**src/rtl/regfile_sched_pkg.sv**
```systemverilog
// Shared types and default sizes for the register-file write scheduler.
package regfile_sched_pkg;

  typedef enum logic {
    INIT,
    RUN
  } sched_state_e;

  localparam int NUM_REGS_DEF = 11;
  localparam int DATA_W_DEF   = 24;
  localparam int ADDR_W_DEF   = 4;

  // r11 is sourced outside the register file and is never writable here.
  localparam logic [3:0] R_EXT_ADDR = 4'd11;

endpackage

```
**src/rtl/regfile_write_sched_rr_arbiter.sv**
```systemverilog
// Round-robin arbiter: grants the first requester at or after ptr, with wrap-around.
module rr_arbiter #(
  parameter int N = 3
) (
  input  logic [N-1:0]         req,
  input  logic [$clog2(N)-1:0] ptr,
  output logic [N-1:0]         grant,
  output logic [$clog2(N)-1:0] grant_idx
);

  localparam int IW = $clog2(N);

  logic          found;
  logic [IW-1:0] idx;
  int            pos;

  always_comb begin
    grant     = '0;
    grant_idx = '0;
    found     = 1'b0;
    idx       = '0;
    pos       = 0;
    for (int i = 0; i < N; i++) begin
      pos = int'(ptr) + i;
      if (pos >= N) begin
        pos = pos - N;
      end
      idx = IW'(pos);
      if (!found && req[idx]) begin
        found      = 1'b1;
        grant[idx] = 1'b1;
        grant_idx  = idx;
      end
    end
  end

endmodule

```
**src/rtl/regfile_write_sched.sv**
```systemverilog
// Write-port scheduler: clear sweep after reset/init_req, then round-robin write arbitration.
// Define RF_FIXED_PRIO_EN to give requester 0 absolute priority over the others.
module regfile_write_sched
  import regfile_sched_pkg::*;
#(
  parameter int NUM_REQ  = 3,
  parameter int DATA_W   = DATA_W_DEF,
  parameter int ADDR_W   = ADDR_W_DEF,
  parameter int NUM_REGS = NUM_REGS_DEF
) (
  input  logic                       clk,
  input  logic                       rst,
  input  logic [NUM_REQ-1:0]         req_valid,
  output logic [NUM_REQ-1:0]         req_ready,
  input  logic [NUM_REQ*ADDR_W-1:0]  req_addr,
  input  logic [NUM_REQ*DATA_W-1:0]  req_data,
  input  logic                       init_req,
  output logic                       init_busy,
  output logic                       rf_rst,
  output logic                       rf_we,
  output logic [ADDR_W-1:0]          rf_waddr,
  output logic [DATA_W-1:0]          rf_wdata,
  output logic                       err_addr,
  output logic [$clog2(NUM_REQ)-1:0] err_id
);

  localparam int                IDX_W     = $clog2(NUM_REQ);
  localparam logic [ADDR_W-1:0] LAST_ADDR = ADDR_W'(NUM_REGS - 1);
  localparam logic [IDX_W-1:0]  LAST_IDX  = IDX_W'(NUM_REQ - 1);

  sched_state_e      state_q, state_d;
  logic [ADDR_W-1:0] ptr_q, ptr_d;
  logic [IDX_W-1:0]  rr_ptr_q, rr_ptr_d;
  logic              rf_rst_q, rf_rst_d;
  logic              rf_we_q, rf_we_d;
  logic [ADDR_W-1:0] rf_waddr_q, rf_waddr_d;
  logic [DATA_W-1:0] rf_wdata_q, rf_wdata_d;
  logic              err_addr_q, err_addr_d;
  logic [IDX_W-1:0]  err_id_q, err_id_d;

  logic [NUM_REQ-1:0] arb_req;
  logic [NUM_REQ-1:0] grant;
  logic [IDX_W-1:0]   grant_idx;
  logic [ADDR_W-1:0]  sel_addr;
  logic [DATA_W-1:0]  sel_data;
  logic               xfer;

`ifdef RF_FIXED_PRIO_EN
  // With requester 0 valid only it competes; otherwise bit 0 is already clear.
  assign arb_req = req_valid[0] ? NUM_REQ'(1) : req_valid;
`else
  assign arb_req = req_valid;
`endif

  rr_arbiter #(.N(NUM_REQ)) u_arb (
    .req       (arb_req),
    .ptr       (rr_ptr_q),
    .grant     (grant),
    .grant_idx (grant_idx)
  );

  assign req_ready = (state_q == RUN && !init_req) ? grant : '0;
  assign xfer      = |req_ready;
  assign init_busy = (state_q == INIT);

  always_comb begin
    sel_addr = '0;
    sel_data = '0;
    for (int i = 0; i < NUM_REQ; i++) begin
      if (grant[i]) begin
        sel_addr = req_addr[i*ADDR_W +: ADDR_W];
        sel_data = req_data[i*DATA_W +: DATA_W];
      end
    end
  end

  always_comb begin
    state_d    = state_q;
    ptr_d      = ptr_q;
    rr_ptr_d   = rr_ptr_q;
    rf_rst_d   = 1'b0;
    rf_we_d    = 1'b0;
    rf_waddr_d = rf_waddr_q;
    rf_wdata_d = rf_wdata_q;
    err_addr_d = 1'b0;
    err_id_d   = err_id_q;
    case (state_q)
      INIT: begin
        if (init_req) begin
          ptr_d      = '0;
          rf_rst_d   = 1'b1;
          rf_waddr_d = '0;
        end else if (ptr_q == LAST_ADDR) begin
          state_d = RUN;
          ptr_d   = '0;
        end else begin
          ptr_d      = ptr_q + 1'b1;
          rf_rst_d   = 1'b1;
          rf_waddr_d = ptr_q + 1'b1;
        end
      end
      RUN: begin
        if (init_req) begin
          state_d    = INIT;
          ptr_d      = '0;
          rf_rst_d   = 1'b1;
          rf_waddr_d = '0;
        end else if (xfer) begin
          rr_ptr_d = (grant_idx == LAST_IDX) ? '0 : grant_idx + 1'b1;
          // Illegal targets are consumed but never reach the write port.
          if (sel_addr <= LAST_ADDR) begin
            rf_we_d    = 1'b1;
            rf_waddr_d = sel_addr;
            rf_wdata_d = sel_data;
          end else begin
            err_addr_d = 1'b1;
            err_id_d   = grant_idx;
          end
        end
      end
      default: state_d = INIT;
    endcase
  end

  always_ff @(posedge clk or negedge rst) begin
    if (!rst) begin
      state_q    <= INIT;
      ptr_q      <= '0;
      rr_ptr_q   <= '0;
      rf_rst_q   <= 1'b1;
      rf_we_q    <= 1'b0;
      rf_waddr_q <= '0;
      rf_wdata_q <= '0;
      err_addr_q <= 1'b0;
      err_id_q   <= '0;
    end else begin
      state_q    <= state_d;
      ptr_q      <= ptr_d;
      rr_ptr_q   <= rr_ptr_d;
      rf_rst_q   <= rf_rst_d;
      rf_we_q    <= rf_we_d;
      rf_waddr_q <= rf_waddr_d;
      rf_wdata_q <= rf_wdata_d;
      err_addr_q <= err_addr_d;
      err_id_q   <= err_id_d;
    end
  end

  assign rf_rst   = rf_rst_q;
  assign rf_we    = rf_we_q;
  assign rf_waddr = rf_waddr_q;
  assign rf_wdata = rf_wdata_q;
  assign err_addr = err_addr_q;
  assign err_id   = err_id_q;

endmodule
```
**config.mk**
```make
export PLATFORM = sky130hd
export DESIGN_NAME = regfile_write_sched
export DESIGN_NICKNAME = d
export VERILOG_FILES = /design/src/rtl/regfile_sched_pkg.sv /design/src/rtl/regfile_write_sched_rr_arbiter.sv /design/src/rtl/regfile_write_sched.sv
export SDC_FILE = /design/constraint.sdc
export NUM_CORES = 1
export LEC_CHECK = 0
export ABC_CLOCK_PERIOD_IN_PS = 3650
export BUFFER_PORTS_ARGS = -buffer_cell sky130_fd_sc_hd__buf_2
export CAP_MARGIN = 40
export CORE_MARGIN = 2
export CORE_UTILIZATION = 49
export CTS_BUF_LIST = sky130_fd_sc_hd__clkbuf_8
export CTS_CLUSTER_DIAMETER = 30
export DETAILED_ROUTE_END_ITERATION = 16
export GPL_TIMING_DRIVEN = 0
export PLACE_DENSITY = 0.86
export SLEW_MARGIN = 20
export SYNTH_ARGS = -nofsm -noshare
export SYNTH_HDL_FRONTEND = slang
export SYNTH_SLANG_ARGS = --single-unit
```
**constraint.sdc**
```tcl
create_clock -name clk -period 3.65 [get_ports clk]
set_input_delay 0.73 -clock clk [delete_from_list [all_inputs] [get_ports clk]]
set_output_delay 0.73 -clock clk [all_outputs]
set_load 0.02 [all_outputs]
```
* Word level (Yosys, flattened, before mapping)
Index checks and enable logic that the tools add are counted. W data, S select, Z words.
Cells by class: mux-type cells 57, reductions and logical operators 14, magnitude comparators 10, bitwise logic cells 5, add/sub/neg operators 7, equal/unequal tests 6
Operators by type and width (count):
- $mux W24 | 3
- $mux W4 | 11
- $mux W1 | 22
- $pmux W4 S2 | 2
- $mux W2 | 7
- $mux W3 | 4
- $lt A2 B3 Y1 const B | 3
- $reduce_and A4 Y1 | 2
- $bmux W1 S2 | 3
- $demux W1 S2 | 3
- $ge A2 B1 Y1 const B | 3
- $ge A3 B2 Y1 const B | 2
- $logic_and A1 B1 Y1 | 6
- $ne A3 B2 Y1 const B | 2
- $or A3 B3 Y3 | 2
- $reduce_and A3 Y1 | 2
- $add A4 B1 Y4 const B | 1
- $eq A4 B4 Y1 const B | 1
- $le A4 B4 Y1 const B | 1
- $pmux W1 S2 | 2
- $sub A2 B1 Y2 const B | 2
- $add A2 B1 Y3 const B | 1
- $add A2 B2 Y3 const B | 1
- $logic_not A1 Y1 | 3
- other kinds (8) | 10
Storage, ports and cells: register bits 40, output and inout bits 37, input port bits 90, logic and storage cells 108

* Logic depth before layout (Yosys ltp)
Gate-level depths: netlist of run 1.
depth in word-level cells 19, gate-level depth with buffers 13

* Cells and area by module
A second synthesis of run 1 with hierarchy kept.
Unflattened totals: cells, all modules 271, area total of the unflattened synthesis 2527.4 µm²
By module, submodules not included:
- regfile_write_sched | area each 2260.9 µm², cells each 233, instances 1
- rr_arbiter | area each 266.5 µm², cells each 38, instances 1

* Worst setup path before layout of run 1
Ideal clock, no wire load.
kind flip-flop to flip-flop, start register rr_ptr_q[0], end register rf_wdata_q[10], in the netlist rf_wdata[10], library setup time 125 ps, setup slack 635 ps, arrival time 2890 ps, path buffers 3, stages on the path, launching flop included 13, required time 3525 ps, cell sequence dfrtp_1 -> inv_1 -> ha_1 -> buf_6 -> mux2i_1 -> or3b_1 -> a31o_1 -> buf_6 -> a31o_4 -> a211oi_2 -> o21bai_4 -> buf_12 -> mux2_4
Between the ends: longest elaborated chain between the ends 16, elaborated cells on any way between the ends 53, those cells by class add/sub: 5; order compare: 10; mux: 27; bitwise: 2; reduce/logical: 9
Ends and longest elaborated chain:
- start: declaration | RTL line regfile_write_sched.sv:33 | logic [IDX_W-1:0] rr_ptr_q, rr_ptr_d;
- start signal: assignment | RTL line regfile_write_sched.sv:139 | rr_ptr_q <= rr_ptr_d;
- $add A2 B1 Y3 (tied with other cells) | RTL line regfile_write_sched_rr_arbiter.sv:24 | pos = int'(ptr) + i;
- $ge A3 B2 Y1 (tied with other cells) | RTL line regfile_write_sched_rr_arbiter.sv:25 | if (pos >= N) begin
- $mux W2 (tied with other cells) | RTL line regfile_write_sched_rr_arbiter.sv:25
- $lt A2 B3 Y1 (implied by the code) (tied with other cells) | RTL line regfile_write_sched_rr_arbiter.sv:31 | grant[idx] = 1'b1;
- $logic_and A1 B1 Y1 (implied by the code) (tied with other cells) | RTL line regfile_write_sched_rr_arbiter.sv:31
- $mux W1 (implied by the code) (tied with other cells) | RTL line regfile_write_sched_rr_arbiter.sv:31
- $demux W1 S2 (tied with other cells)
- $or A3 B3 Y3 (no source line) or $mux W1 (tied branches)
- $mux W3 or $logic_not A1 Y1 (tied branches) | RTL line regfile_write_sched_rr_arbiter.sv:29 | if (!found && req[idx]) begin
- $or A3 B3 Y3 (no source line) or $logic_and A1 B1 Y1 (tied branches)
- $mux W3 * | RTL line regfile_write_sched_rr_arbiter.sv:29
- $mux W4 (3 in series) | RTL line regfile_write_sched.sv:70 | if (grant[i]) begin
- $le A4 B4 Y1 | RTL line regfile_write_sched.sv:111 | if (sel_addr <= LAST_ADDR) begin
- $reduce_and A4 Y1 (no source line)
- end signal: assignment | RTL line regfile_write_sched.sv:143 | rf_wdata_q <= rf_wdata_d;
- end: declaration | RTL line regfile_write_sched.sv:37 | logic [DATA_W-1:0] rf_wdata_q, rf_wdata_d;
Every way passes the cells marked *; elsewhere a longest branch is shown, timed or not. The select of a mux whose other input is x is not followed. A chain may end at the register's enable or synchronous reset.

* Worst setup path in the final report of run 1
start register rr_ptr_q[0], end output port req_ready[0]
Between the ends: longest elaborated chain between the ends 12, elaborated cells on any way between the ends 44, those cells by class add/sub: 5; order compare: 9; mux: 21; bitwise: 2; reduce/logical: 7
Ends and longest elaborated chain:
- $add A2 B1 Y3 (tied with other cells) | RTL line regfile_write_sched_rr_arbiter.sv:24
- $ge A3 B2 Y1 (tied with other cells) | RTL line regfile_write_sched_rr_arbiter.sv:25
- $mux W2 (tied with other cells) | RTL line regfile_write_sched_rr_arbiter.sv:25
- $lt A2 B3 Y1 (implied by the code) (tied with other cells) | RTL line regfile_write_sched_rr_arbiter.sv:31
- $logic_and A1 B1 Y1 (implied by the code) (tied with other cells) | RTL line regfile_write_sched_rr_arbiter.sv:31
- $mux W1 (implied by the code) (tied with other cells) | RTL line regfile_write_sched_rr_arbiter.sv:31
- $demux W1 S2 (tied with other cells)
- $or A3 B3 Y3 (no source line) or $mux W1 (tied branches)
- $mux W3 or $logic_not A1 Y1 (tied branches) | RTL line regfile_write_sched_rr_arbiter.sv:29
- $or A3 B3 Y3 (no source line) or $logic_and A1 B1 Y1 (tied branches)
- $mux W3 * | RTL line regfile_write_sched_rr_arbiter.sv:29
- $mux W3 * | RTL line regfile_write_sched.sv:62 | assign req_ready = (state_q == RUN && !init_req) ? grant : '0;
- end: declaration | RTL line regfile_write_sched.sv:14 | output logic [NUM_REQ-1:0] req_ready,
Marked as above.

==> results.cfg, run 1 <==
[floorplanning]
floorplan.initialDensity = 0.508
core-area_um2 = 5540
die_h_um = 79.8
fp.dieArea_um2 = 6360
num_io_pins = 127
placement_rows = 27
die_width_um = 79.8

[clock_network]
htree_levels = 2
worst_setup_hold_path_clk_slew_ps = 80
clk_root_buffer_cell = sky130_fd_sc_hd__clkbuf_8
cts_tree = built
clk_latency_ps = 290
numCtsBuffers = 5
numClockSinks = 40
cts-hold-fix-buffers = 0
cts_max_path_buffers = 2

[timing]
grt_setup_unrepaired = no
finalSetupViolCount = 0
maxClockFrequency_mhz = 286
hold_viol_final = 0
final-max-slew-violation-count = 0
skew_ps = 5.05
timing.setup.tns_ps = 0
finalHoldWorstSlack_ps = 356
min_tclk_post_route_ps = 3490
slew-limit-headroom = 0.657
worst-slew-pin-transition_ps = 509
final.period_utilization = 0.956

[critical_path]
crit_arrival_ps = 2760
cp_cell_sequence = inv_1 > ha_1 > buf_6 > mux2i_1 > o32ai_1 > a311o_1 > nand2_2 > clkbuf_4 > nor2_1 > buf_2
critPathCapture = req_ready[0]
crit_slowest_cell = sky130_fd_sc_hd__dfrtp_1
rr_startpoint = rr_ptr_q[0]
setup.worst_path.start = rr_ptr_q[0]
critical-path-top-delay-family = buffers and inverters
worstSetupPathType = register to output port
timing.critical_path.required_ps = 2920
critical_path_buf_inv_count = 4
crit-reg2reg-capture = rf_wdata[11]
worst_path_largest_cell_delay_ps = 400
worst_r2r_path_depth = 12
critical_path_depth = 10
timing.critical_path.to_type = output port
timing.reg2reg.setup_slack_ps = 320
timing.critical_path.from_type = register
crit_fanout = 10

[yosys]
synth_simple_gate_area_share = 0.160
combinational_family_with_the_most_area_after_synthesis = compound AO/OA/AOI/OAI gates
yosys_register_bits = 40
synth_enable_flop_cells = 0
yosysWarningCount = 0
synth_sequential_area_ratio = 0.356
synth_nets = 401
post_synth_num_cell_types = 49
most_used_flip_flop_cell_after_synthesis = sky130_fd_sc_hd__dfrtp_1
post_synth_xor_area_fraction = 0.00622
ys_async_sr_fraction = 1.00
synthMuxAreaShare = 0.160
synth_compound_area_frac = 0.233
synth_fa_ha_area_frac = 0.0267
syn-cell-area_um2 = 2810
syn-mean-instance-area_um2 = 9.23
syn_inst = 305

[detailed_routing]
routed_wirelength_um = 7800
drt_first_pass_iters = 4
starting_drt_drc_count = 149
via_count = 2835
via_per_inst = 5.56
drc = 0
detailed_route_wire_length_per_cell_um = 15.3
postRouteAntennaNets = 0

[power_and_ir_drop]
p_switching_uw = 588
totalPowerFinal_uw = 1550
cell_internal_pwr_uw = 965
combPwrFrac = 0.462
power.ir.vdd_worst_uv = 247
pwr-share-seq = 0.340
power_per_cell_area_nw_per_um2 = 426
p_sw_frac = 0.379
clkPwrFrac = 0.199
static_leak_uw = 0.00187

[finish]
fin_cells = 510
postLayoutCoreUtil = 0.659
final_net_count = 533
syn2layout_area_growth_pct = 29.7
fraction_of_final_layout_cells_sized_beyond_drive_strength_1 = 0.411
antenna-diode-count = 0

[global_route]
global_route.overflow_total = 0
grt_pass1_vias = 2648
initial_antenna_violation_count = 0
tot_gr_track_use = 0.247
wire_length_of_the_first_global_routing_pass_um = 12300
largest_net_degree_at_the_start_of_global_routing = 27

[min_path]
worstHoldPathType = input pin to async pin

[place]
placed_cells_incl_taps = 502
dpl.hpwl_um = 6050
placement.io_buffers = 124
gp_routability_congestion = 0.871

[flow_run]
drv.max_cap_violation_count = 0

[status]
outcome = finished, final reports clean
## worst reg2reg max path: stages, from the launching register on
cell                       delay [ps]
sky130_fd_sc_hd__dfrtp_1          400
sky130_fd_sc_hd__inv_1             80
sky130_fd_sc_hd__ha_1             300
sky130_fd_sc_hd__buf_6            140
sky130_fd_sc_hd__mux2i_1          160
sky130_fd_sc_hd__or3b_1           400
sky130_fd_sc_hd__a31o_1           270
sky130_fd_sc_hd__buf_6            150
sky130_fd_sc_hd__a31o_4           280
sky130_fd_sc_hd__a211oi_2         260
sky130_fd_sc_hd__o21bai_4         260
sky130_fd_sc_hd__buf_12           200
sky130_fd_sc_hd__mux2_4           310
## power by group through the flow
stage	Clock, uW	Combinational [uW]	Sequential [uW]
floorplan	0	436	591
global placement	0	690	533
detailed placement	0	712	534
CTS	313	715	527
global route	337	788	534
finish	309	717	528
## worst min-delay path by stage
| stage | end | slack (ps) | cells after the start |
|---|---|---|---|
| 6_report | rf_waddr[2] | 360 | 1 |
| 5_1_grt | rf_wdata[5] | 360 | 1 |
| 4_1_cts | rf_wdata[5] | 360 | 1 |
| 3_5_place_dp | rf_wdata[20] | 490 | 1 |
| 3_3_place_gp | rf_waddr[2] | 490 | 1 |
| 2_1_floorplan | err_addr | 430 | 0 |
## synthesized netlist by cell type (2+ instances only)
cell / number / area (um2)
sky130_fd_sc_hd__nand2_1: 58 / 218
sky130_fd_sc_hd__dfrtp_1: 39 / 976
sky130_fd_sc_hd__o21ai_0: 33 / 165
sky130_fd_sc_hd__a2bb2oi_1: 24 / 210
sky130_fd_sc_hd__nor2_1: 22 / 82.6
sky130_fd_sc_hd__mux2_4: 19 / 285
sky130_fd_sc_hd__clkbuf_1: 14 / 52.6
sky130_fd_sc_hd__mux2_2: 11 / 124
sky130_fd_sc_hd__inv_1: 9 / 33.8
sky130_fd_sc_hd__a21oi_1: 8 / 40.0
sky130_fd_sc_hd__ha_1: 6 / 75.1
sky130_fd_sc_hd__a31oi_1: 4 / 25.0
sky130_fd_sc_hd__mux2i_1: 4 / 40.0
sky130_fd_sc_hd__nand2b_1: 4 / 25.0
sky130_fd_sc_hd__nand4b_1: 4 / 35.0
sky130_fd_sc_hd__nand3_1: 3 / 15.0
sky130_fd_sc_hd__nor3_1: 3 / 15.0
sky130_fd_sc_hd__a211oi_2: 2 / 25.0
sky130_fd_sc_hd__a22oi_1: 2 / 15.0
sky130_fd_sc_hd__buf_12: 2 / 40.0
sky130_fd_sc_hd__buf_6: 2 / 22.5
sky130_fd_sc_hd__nor3b_1: 2 / 15.0
sky130_fd_sc_hd__o21ai_1: 2 / 10.0
sky130_fd_sc_hd__o22ai_1: 2 / 12.5
sky130_fd_sc_hd__xnor2_1: 2 / 17.5
## area by class of cell
class                      count  area, um2
clock buffer                   6       82.6
tap                           72       90.1
timing repair buffer         125        641
multi-input combinational    235       1650
fill                         494       1890
sequential                    40       1000
clock inverter                 2       11.3
inverter                      10       37.5
buffer                        20        133
## per-layer routing
metal / part of all wire / vias up / GRT usage
met5: 0 / - / 0
met4: 0.012 / 0 / 0.0610
met3: 0.063 / 12 / 0.0498
met2: 0.50 / 124 / 0.430
met1: 0.42 / 1344 / 0.315
li1: - / 1355 / -
## timing repair
action / in CTS / in global routing
endpoints found under the setup margin: 2 / 2
setup buffers: 0 / 0
gates cloned: 0 / 0
pin swaps: 0 / 1
resized for setup: 2 / 5
## cell usage in the layout, fill, tap and decap left out, types with 2 or more instances in the layout
| cell type | n |
|---|---|
| sky130_fd_sc_hd__a211oi_2 | 2 |
| sky130_fd_sc_hd__a21oi_1 | 8 |
| sky130_fd_sc_hd__a22oi_1 | 2 |
| sky130_fd_sc_hd__a2bb2oi_1 | 24 |
| sky130_fd_sc_hd__a31oi_1 | 4 |
| sky130_fd_sc_hd__buf_12 | 3 |
| sky130_fd_sc_hd__buf_2 | 125 |
| sky130_fd_sc_hd__buf_6 | 2 |
| sky130_fd_sc_hd__clkbuf_1 | 12 |
| sky130_fd_sc_hd__clkbuf_8 | 6 |
| sky130_fd_sc_hd__dfrtp_1 | 39 |
| sky130_fd_sc_hd__ha_1 | 6 |
| sky130_fd_sc_hd__inv_1 | 10 |
| sky130_fd_sc_hd__mux2_2 | 11 |
| sky130_fd_sc_hd__mux2_4 | 19 |
| sky130_fd_sc_hd__mux2i_1 | 4 |
| sky130_fd_sc_hd__nand2_1 | 57 |
| sky130_fd_sc_hd__nand2b_1 | 4 |
| sky130_fd_sc_hd__nand3_1 | 3 |
| sky130_fd_sc_hd__nand4b_1 | 4 |
| sky130_fd_sc_hd__nor2_1 | 21 |
| sky130_fd_sc_hd__nor3_1 | 3 |
| sky130_fd_sc_hd__nor3b_1 | 2 |
| sky130_fd_sc_hd__o21ai_0 | 33 |
| sky130_fd_sc_hd__o21ai_1 | 2 |
| sky130_fd_sc_hd__o22ai_1 | 2 |
| sky130_fd_sc_hd__xnor2_1 | 2 |
## flip-flops by register name (all words and copies together), names as in the netlist
name / flops
ptr_q: 4
rf_we: 1
rf_wdata: 24
err_id: 2
err_addr: 1
state_q: 1
rf_waddr: 4
rf_rst: 1
rr_ptr_q: 2
## cell families after synthesis
kind of cell             Yosys count
AO/OA/AOI/OAI                     92
multiplexers                      34
buffers and inverters             30
AND/OR/NAND/NOR                  101
flip-flops                        40
adder cells (fa/ha/maj)            6
XOR/XNOR                           2
## per-stage QoR
stage	area (um2)	worst slack (ps)
floorplan	2810	635
global placement	3520	216
detailed placement	3540	167
CTS	3640	9.20
global route	3650	27.2
finish	3650	159
Power figures use the tool's default switching activity.
==> inputs of run 2 (changes only) <==
BUFFER_PORTS_ARGS = not set   (was -buffer_cell sky130_fd_sc_hd__buf_2)
CORE_UTILIZATION = 66   (was 49)
DONT_BUFFER_PORTS = 1   (was not set)
PLACE_DENSITY = 0.85   (was 0.86)
==> results.cfg, run 2 (synthesis results as in run 1) <==
[clock_network]
worst_setup_hold_path_clk_slew_ps = 80
clk_latency_ps = 290
numClockSinks = 40
cts-hold-fix-buffers = 0
cts_tree = built
numCtsBuffers = 5
cts_max_path_buffers = 2
htree_levels = 2
setup_fix_bufs_post_cts = 0
clk_root_buffer_cell = sky130_fd_sc_hd__clkbuf_8

[finish]
postLayoutCoreUtil = 0.743
filler_cell_count = 297
syn2layout_area_growth_pct = 7.07
final_net_count = 408
layout.cells.most_common_list = sky130_fd_sc_hd__nand2_1 (57), sky130_fd_sc_hd__dfrtp_1 (39), sky130_fd_sc_hd__o21ai_0 (33), sky130_fd_sc_hd__a2bb2oi_1 (24)
fraction_of_final_layout_cells_sized_beyond_drive_strength_1 = 0.185
most_common_cell_after_layout_fill_and_taps_aside = sky130_fd_sc_hd__nand2_1
largest_register_ffs = 24
antenna-diode-count = 0

[critical_path]
crit_arrival_ps = 2630
setup.worst_path.start = rr_ptr_q[0]
critPathCapture = req_ready[0]
worstSetupPathType = register to output port
timing.reg2reg.setup_slack_ps = 310
crit_fanout = 10
worst_r2r_path_depth = 11
crit-reg2reg-capture = rf_waddr[2]
timing.critical_path.from_type = register
timing.critical_path.to_type = output port
rr_startpoint = rr_ptr_q[0]
timing.critical_path.required_ps = 2920

[timing]
finalSetupViolCount = 0
final.period_utilization = 0.922
maxClockFrequency_mhz = 297
slew-limit-headroom = 0.653
worst-slew-pin-transition_ps = 515
skew_ps = 6.02
final-max-slew-violation-count = 0
hold_viol_final = 0
grt_setup_unrepaired = no
timing.setup.tns_ps = 0
min_tclk_post_route_ps = 3360

[detailed_routing]
detailed_route_wire_length_per_cell_um = 18.5
detail_route.wirelength.met1_um = 2650
top_layer_used = met4
drt_first_pass_iters = 4
via_per_inst = 6.62
drc = 0
starting_drt_drc_count = 124
met3_length_um = 608
routed_wirelength_um = 6710
postRouteAntennaNets = 0
detailroute.wirelength.met2_um = 3330
via_count = 2403

[power_and_ir_drop]
power.ir.vdd_worst_uv = 267
static_leak_uw = 0.00134
power_per_cell_area_nw_per_um2 = 502

[flow_run]
drv.max_cap_violation_count = 0

[floorplanning]
placement_rows = 23
floorplan.initialDensity = 0.693
num_io_pins = 127
die_h_um = 69.3
core-area_um2 = 4060
fp.dieArea_um2 = 4800
die_width_um = 69.3

[global_route]
wire_length_of_the_first_global_routing_pass_um = 11100
tot_gr_track_use = 0.282
grt_pass1_vias = 2344
initial_antenna_violation_count = 0
global_route.overflow_total = 0
largest_net_degree_at_the_start_of_global_routing = 41

[place]
placement.io_buffers = 0
dpl.hpwl_um = 4980
gp_routability_congestion = 0.857

[min_path]
worstHoldPathType = input pin to async pin

[status]
outcome = finished, final reports clean
[run 2: cell count changes in the layout (fill, tap and decap cells not counted)]
cell	before	now
sky130_fd_sc_hd__buf_2	125	1
sky130_fd_sc_hd__nor2_1	21	19
sky130_fd_sc_hd__nor2_2	1	3
sky130_fd_sc_hd__buf_12	3	2
sky130_fd_sc_hd__bufinv_16	0	1
sky130_fd_sc_hd__clkbuf_1	12	13
sky130_fd_sc_hd__clkbuf_4	1	0
sky130_fd_sc_hd__clkinv_4	0	1
sky130_fd_sc_hd__clkinvlp_4	1	0
sky130_fd_sc_hd__inv_1	10	9
sky130_fd_sc_hd__mux2i_1	4	3
sky130_fd_sc_hd__mux2i_2	0	1
[run 2: final cells by class]
| class | instances | area, um2 | area share |
|---|---|---|---|
| multi-input cells | 235 | 1660 | 0.551 |
| flip-flops and latches | 40 | 1000 | 0.333 |
| plain buffers | 20 | 129 | 0.0428 |
| clock buffers | 6 | 82.6 | 0.0274 |
| well taps | 50 | 62.6 | 0.0208 |
| clock inverters | 2 | 38.8 | 0.0129 |
| inverters | 10 | 37.5 | 0.0125 |
[run 2: how the worst min path moves through the flow]
stage / startpoint / end / slack (ps) / cells after the start
after global placement: rst / rf_waddr[2] / 440 / 0
final: rst / rf_we / 130 / 0
after global routing: rst / rf_we / 110 / 0
after detailed placement: rst / rf_waddr[2] / 440 / 0
after CTS: rst / rf_we / 120 / 0
after floorplan: rst / err_addr / 430 / 0
[run 2: routing by layer]
| metal | vias to the layer above | track usage |
|---|---|---|
| met5 | - | 0 |
| met4 | 0 | 0.0784 |
| met3 | 12 | 0.0887 |
| met2 | 115 | 0.473 |
| met1 | 1174 | 0.352 |
| li1 | 1102 | - |
[run 2: report_power, final]
group	total, uW	internal, uW	switching, uW	leakage, uW
sequential	597	495	102	0.000539
clock	381	224	157	0.0000614
combinational	535	252	283	0.000735
[run 2: repair_timing]
item	in CTS	in global routing
endpoints found under the hold margin	0	0
gates resized for setup	1	5
cloned	0	0
pin swaps	0	1
endpoints found under the setup margin	1	2
[run 2: through the flow]
stage          instance area (um2)  hold slack, ps  worst slack, ps  power, uW  std cells
4_1_cts                       3000             123             75.7       1510        363
3_5_place_dp                  2880             435              297       1130        355
6_report                      3010             127              286       1510        363
3_3_place_gp                  2880             435              371       1110        355
2_1_floorplan                 2810             434              635       1030        305
5_1_grt                       3010             106             36.2       1610        363
[run 2: worst max-delay path, cell delays in order (launching register included)]
cell and delay (ps):
sky130_fd_sc_hd__dfrtp_1 420, sky130_fd_sc_hd__inv_1 100, sky130_fd_sc_hd__ha_1 140, sky130_fd_sc_hd__clkbuf_1 320, sky130_fd_sc_hd__mux2i_2 390, sky130_fd_sc_hd__a311o_1 280
sky130_fd_sc_hd__nand2_2 180, sky130_fd_sc_hd__clkbuf_2 250, sky130_fd_sc_hd__nor2_2 270
==> inputs of run 3 (changes only) <==
ABC_AREA = 1   (was not set)
==> results.cfg, run 3 <==
[finish]
fin_cells = 420
fin_area_um2 = 2930
largest_register_ffs = 24
antenna-diode-count = 0
most_common_cell_after_layout_fill_and_taps_aside = sky130_fd_sc_hd__nand2_1
fraction_of_final_layout_cells_sized_beyond_drive_strength_1 = 0.232
layout.cells.most_common_list = sky130_fd_sc_hd__nand2_1 (81), sky130_fd_sc_hd__nand3_1 (43), sky130_fd_sc_hd__dfrtp_1 (39), sky130_fd_sc_hd__o21ai_0 (33), sky130_fd_sc_hd__a21oi_1 (29)
final_net_count = 465
syn2layout_area_growth_pct = 6.16
postLayoutCoreUtil = 0.728

[critical_path]
cp_cell_sequence = inv_1 > ha_1 > o21ai_0 > nand3_1 > nor2_2 > nand2_1 > nand3_2 > buf_4 > clkbuf_1 > nand2_1 > inv_1
timing.reg2reg.setup_slack_ps = 1060
critPathCapture = req_ready[2]
timing.critical_path.to_type = output port
setup.worst_path.start = rr_ptr_q[0]
worst_r2r_path_depth = 14
timing.critical_path.from_type = register
crit_fanout = 10
crit_arrival_ps = 2660
worst_path_largest_cell_delay_ps = 390
worstSetupPathType = register to output port
critical_path_buf_inv_count = 4
crit_slowest_cell = sky130_fd_sc_hd__dfrtp_1
critical-path-top-delay-family = buffers and inverters
crit-reg2reg-capture = rf_wdata[23]
timing.critical_path.required_ps = 2920
critical_path_depth = 11
rr_startpoint = rr_ptr_q[0]

[detailed_routing]
starting_drt_drc_count = 198
via_per_inst = 5.96
detailed_route_wire_length_per_cell_um = 16.5
routed_wirelength_um = 6950
drc = 0
drt_first_pass_iters = 4
via_count = 2503
postRouteAntennaNets = 0

[yosys]
syn-mean-instance-area_um2 = 7.63
synth_sequential_area_ratio = 0.363
synth_enable_flop_cells = 0
synth.cells.most_frequent = sky130_fd_sc_hd__nand2_1 (81), sky130_fd_sc_hd__nand3_1 (43), sky130_fd_sc_hd__dfrtp_1 (39)
syn_inst = 362
ys_async_sr_fraction = 1.00
most_used_flip_flop_cell_after_synthesis = sky130_fd_sc_hd__dfrtp_1
post_synth_num_cell_types = 31
synth_largest_type_area_fraction = 0.353
post_synth_main_area_contributors = sky130_fd_sc_hd__dfrtp_1 (35%), sky130_fd_sc_hd__nand2_1 (11%), sky130_fd_sc_hd__o21ai_2 (7.9%)
dominant_cell_by_count_in_the_synthesized_netlist = sky130_fd_sc_hd__nand2_1
yosys_register_bits = 40
syn-cell-area_um2 = 2760
synth_nets = 458
post-synth-top-area-cell = sky130_fd_sc_hd__dfrtp_1
yosysWarningCount = 0

[floorplanning]
die_width_um = 68.7
num_io_pins = 127
floorplan.initialDensity = 0.686
fp.dieArea_um2 = 4720
placement_rows = 23
die_h_um = 68.7
core-area_um2 = 4030

[clock_network]
numCtsBuffers = 5
clk_root_buffer_cell = sky130_fd_sc_hd__clkbuf_8
cts-hold-fix-buffers = 0
htree_levels = 2
numClockSinks = 40
cts_max_path_buffers = 2
setup_fix_bufs_post_cts = 0
cts_tree = built
worst_setup_hold_path_clk_slew_ps = 80
clk_latency_ps = 300
cts.repair.resized = 0

[timing]
slew-limit-headroom = 0.702
hold_viol_final = 0
maxClockFrequency_mhz = 295
final.period_utilization = 0.928
final-max-slew-violation-count = 0
skew_ps = 10.3
min_tclk_post_route_ps = 3390
timing.setup.tns_ps = 0
grt_setup_unrepaired = no
worst-slew-pin-transition_ps = 448
finalSetupViolCount = 0

[place]
gp_routability_congestion = 0.880
place_area_um2 = 2830
placement.io_buffers = 0
placed_cells_incl_taps = 412
dpl.hpwl_um = 5400

[global_route]
wire_length_of_the_first_global_routing_pass_um = 10200
largest_net_degree_at_the_start_of_global_routing = 41
grt_pass1_vias = 2272
initial_antenna_violation_count = 0
global_route.overflow_total = 0
tot_gr_track_use = 0.293

[flow_run]
drv.max_cap_violation_count = 0

[power_and_ir_drop]
power.ir.vdd_worst_uv = 421
static_leak_uw = 0.00147
power_per_cell_area_nw_per_um2 = 650

[min_path]
worstHoldPathType = input pin to async pin

[status]
outcome = finished, final reports clean
==> run 3: stage by stage <==
stage,power (uW),hold WS [ps],setup slack (ps)
finish,1900,116,262
global route,2060,97.9,55.6
CTS,1900,113,261
detailed placement,1550,435,588
global placement,1520,435,626
floorplan,1370,434,949
==> run 3: worst min-delay path by stage <==
stage	cells after the start	from	end
global placement	0	rst	ptr_q[2]
global route	0	rst	rf_wdata[7]
CTS	0	rst	rf_wdata[6]
floorplan	0	rst	err_addr
finish	0	rst	rf_wdata[6]
detailed placement	0	rst	rf_waddr[0]
==> run 3: final cells by class <==
cell class              count  area (um2)
clock inverters             3        38.8
clock buffers               5        68.8
fillers                   322        1100
plain buffers              20         156
multi-input cells         272        1490
well taps                  50        62.6
flip-flops and latches     40        1000
inverters                  30         113
==> run 3: kinds of logic after synthesis <==
| logic type | Yosys count | share of synthesized area |
|---|---|---|
| AND/OR/NAND/NOR | 172 | 0.297 |
| flip-flops | 40 | 0.363 |
| buffers and inverters | 50 | 0.0974 |
| AO/OA/AOI/OAI | 94 | 0.216 |
| adder cells (fa/ha/maj) | 6 | 0.0272 |
==> run 3: layer usage <==
layer	track usage	wire [um]	part of all wire	vias to the layer above
met1	0.358	2720	0.39	1161
met2	0.482	3460	0.50	116
met4	0.130	165	0.024	0
met5	0	0	0	-
li1	-	-	-	1210
met3	0.0812	593	0.085	16
==> run 3: power by group <==
group / switching (uW) / internal (uW) / total (uW) / leakage [uW]
Sequential: 106 / 495 / 601 / 0.000534
Combinational: 616 / 328 / 945 / 0.000873
Clock: 159 / 200 / 360 / 0.0000593
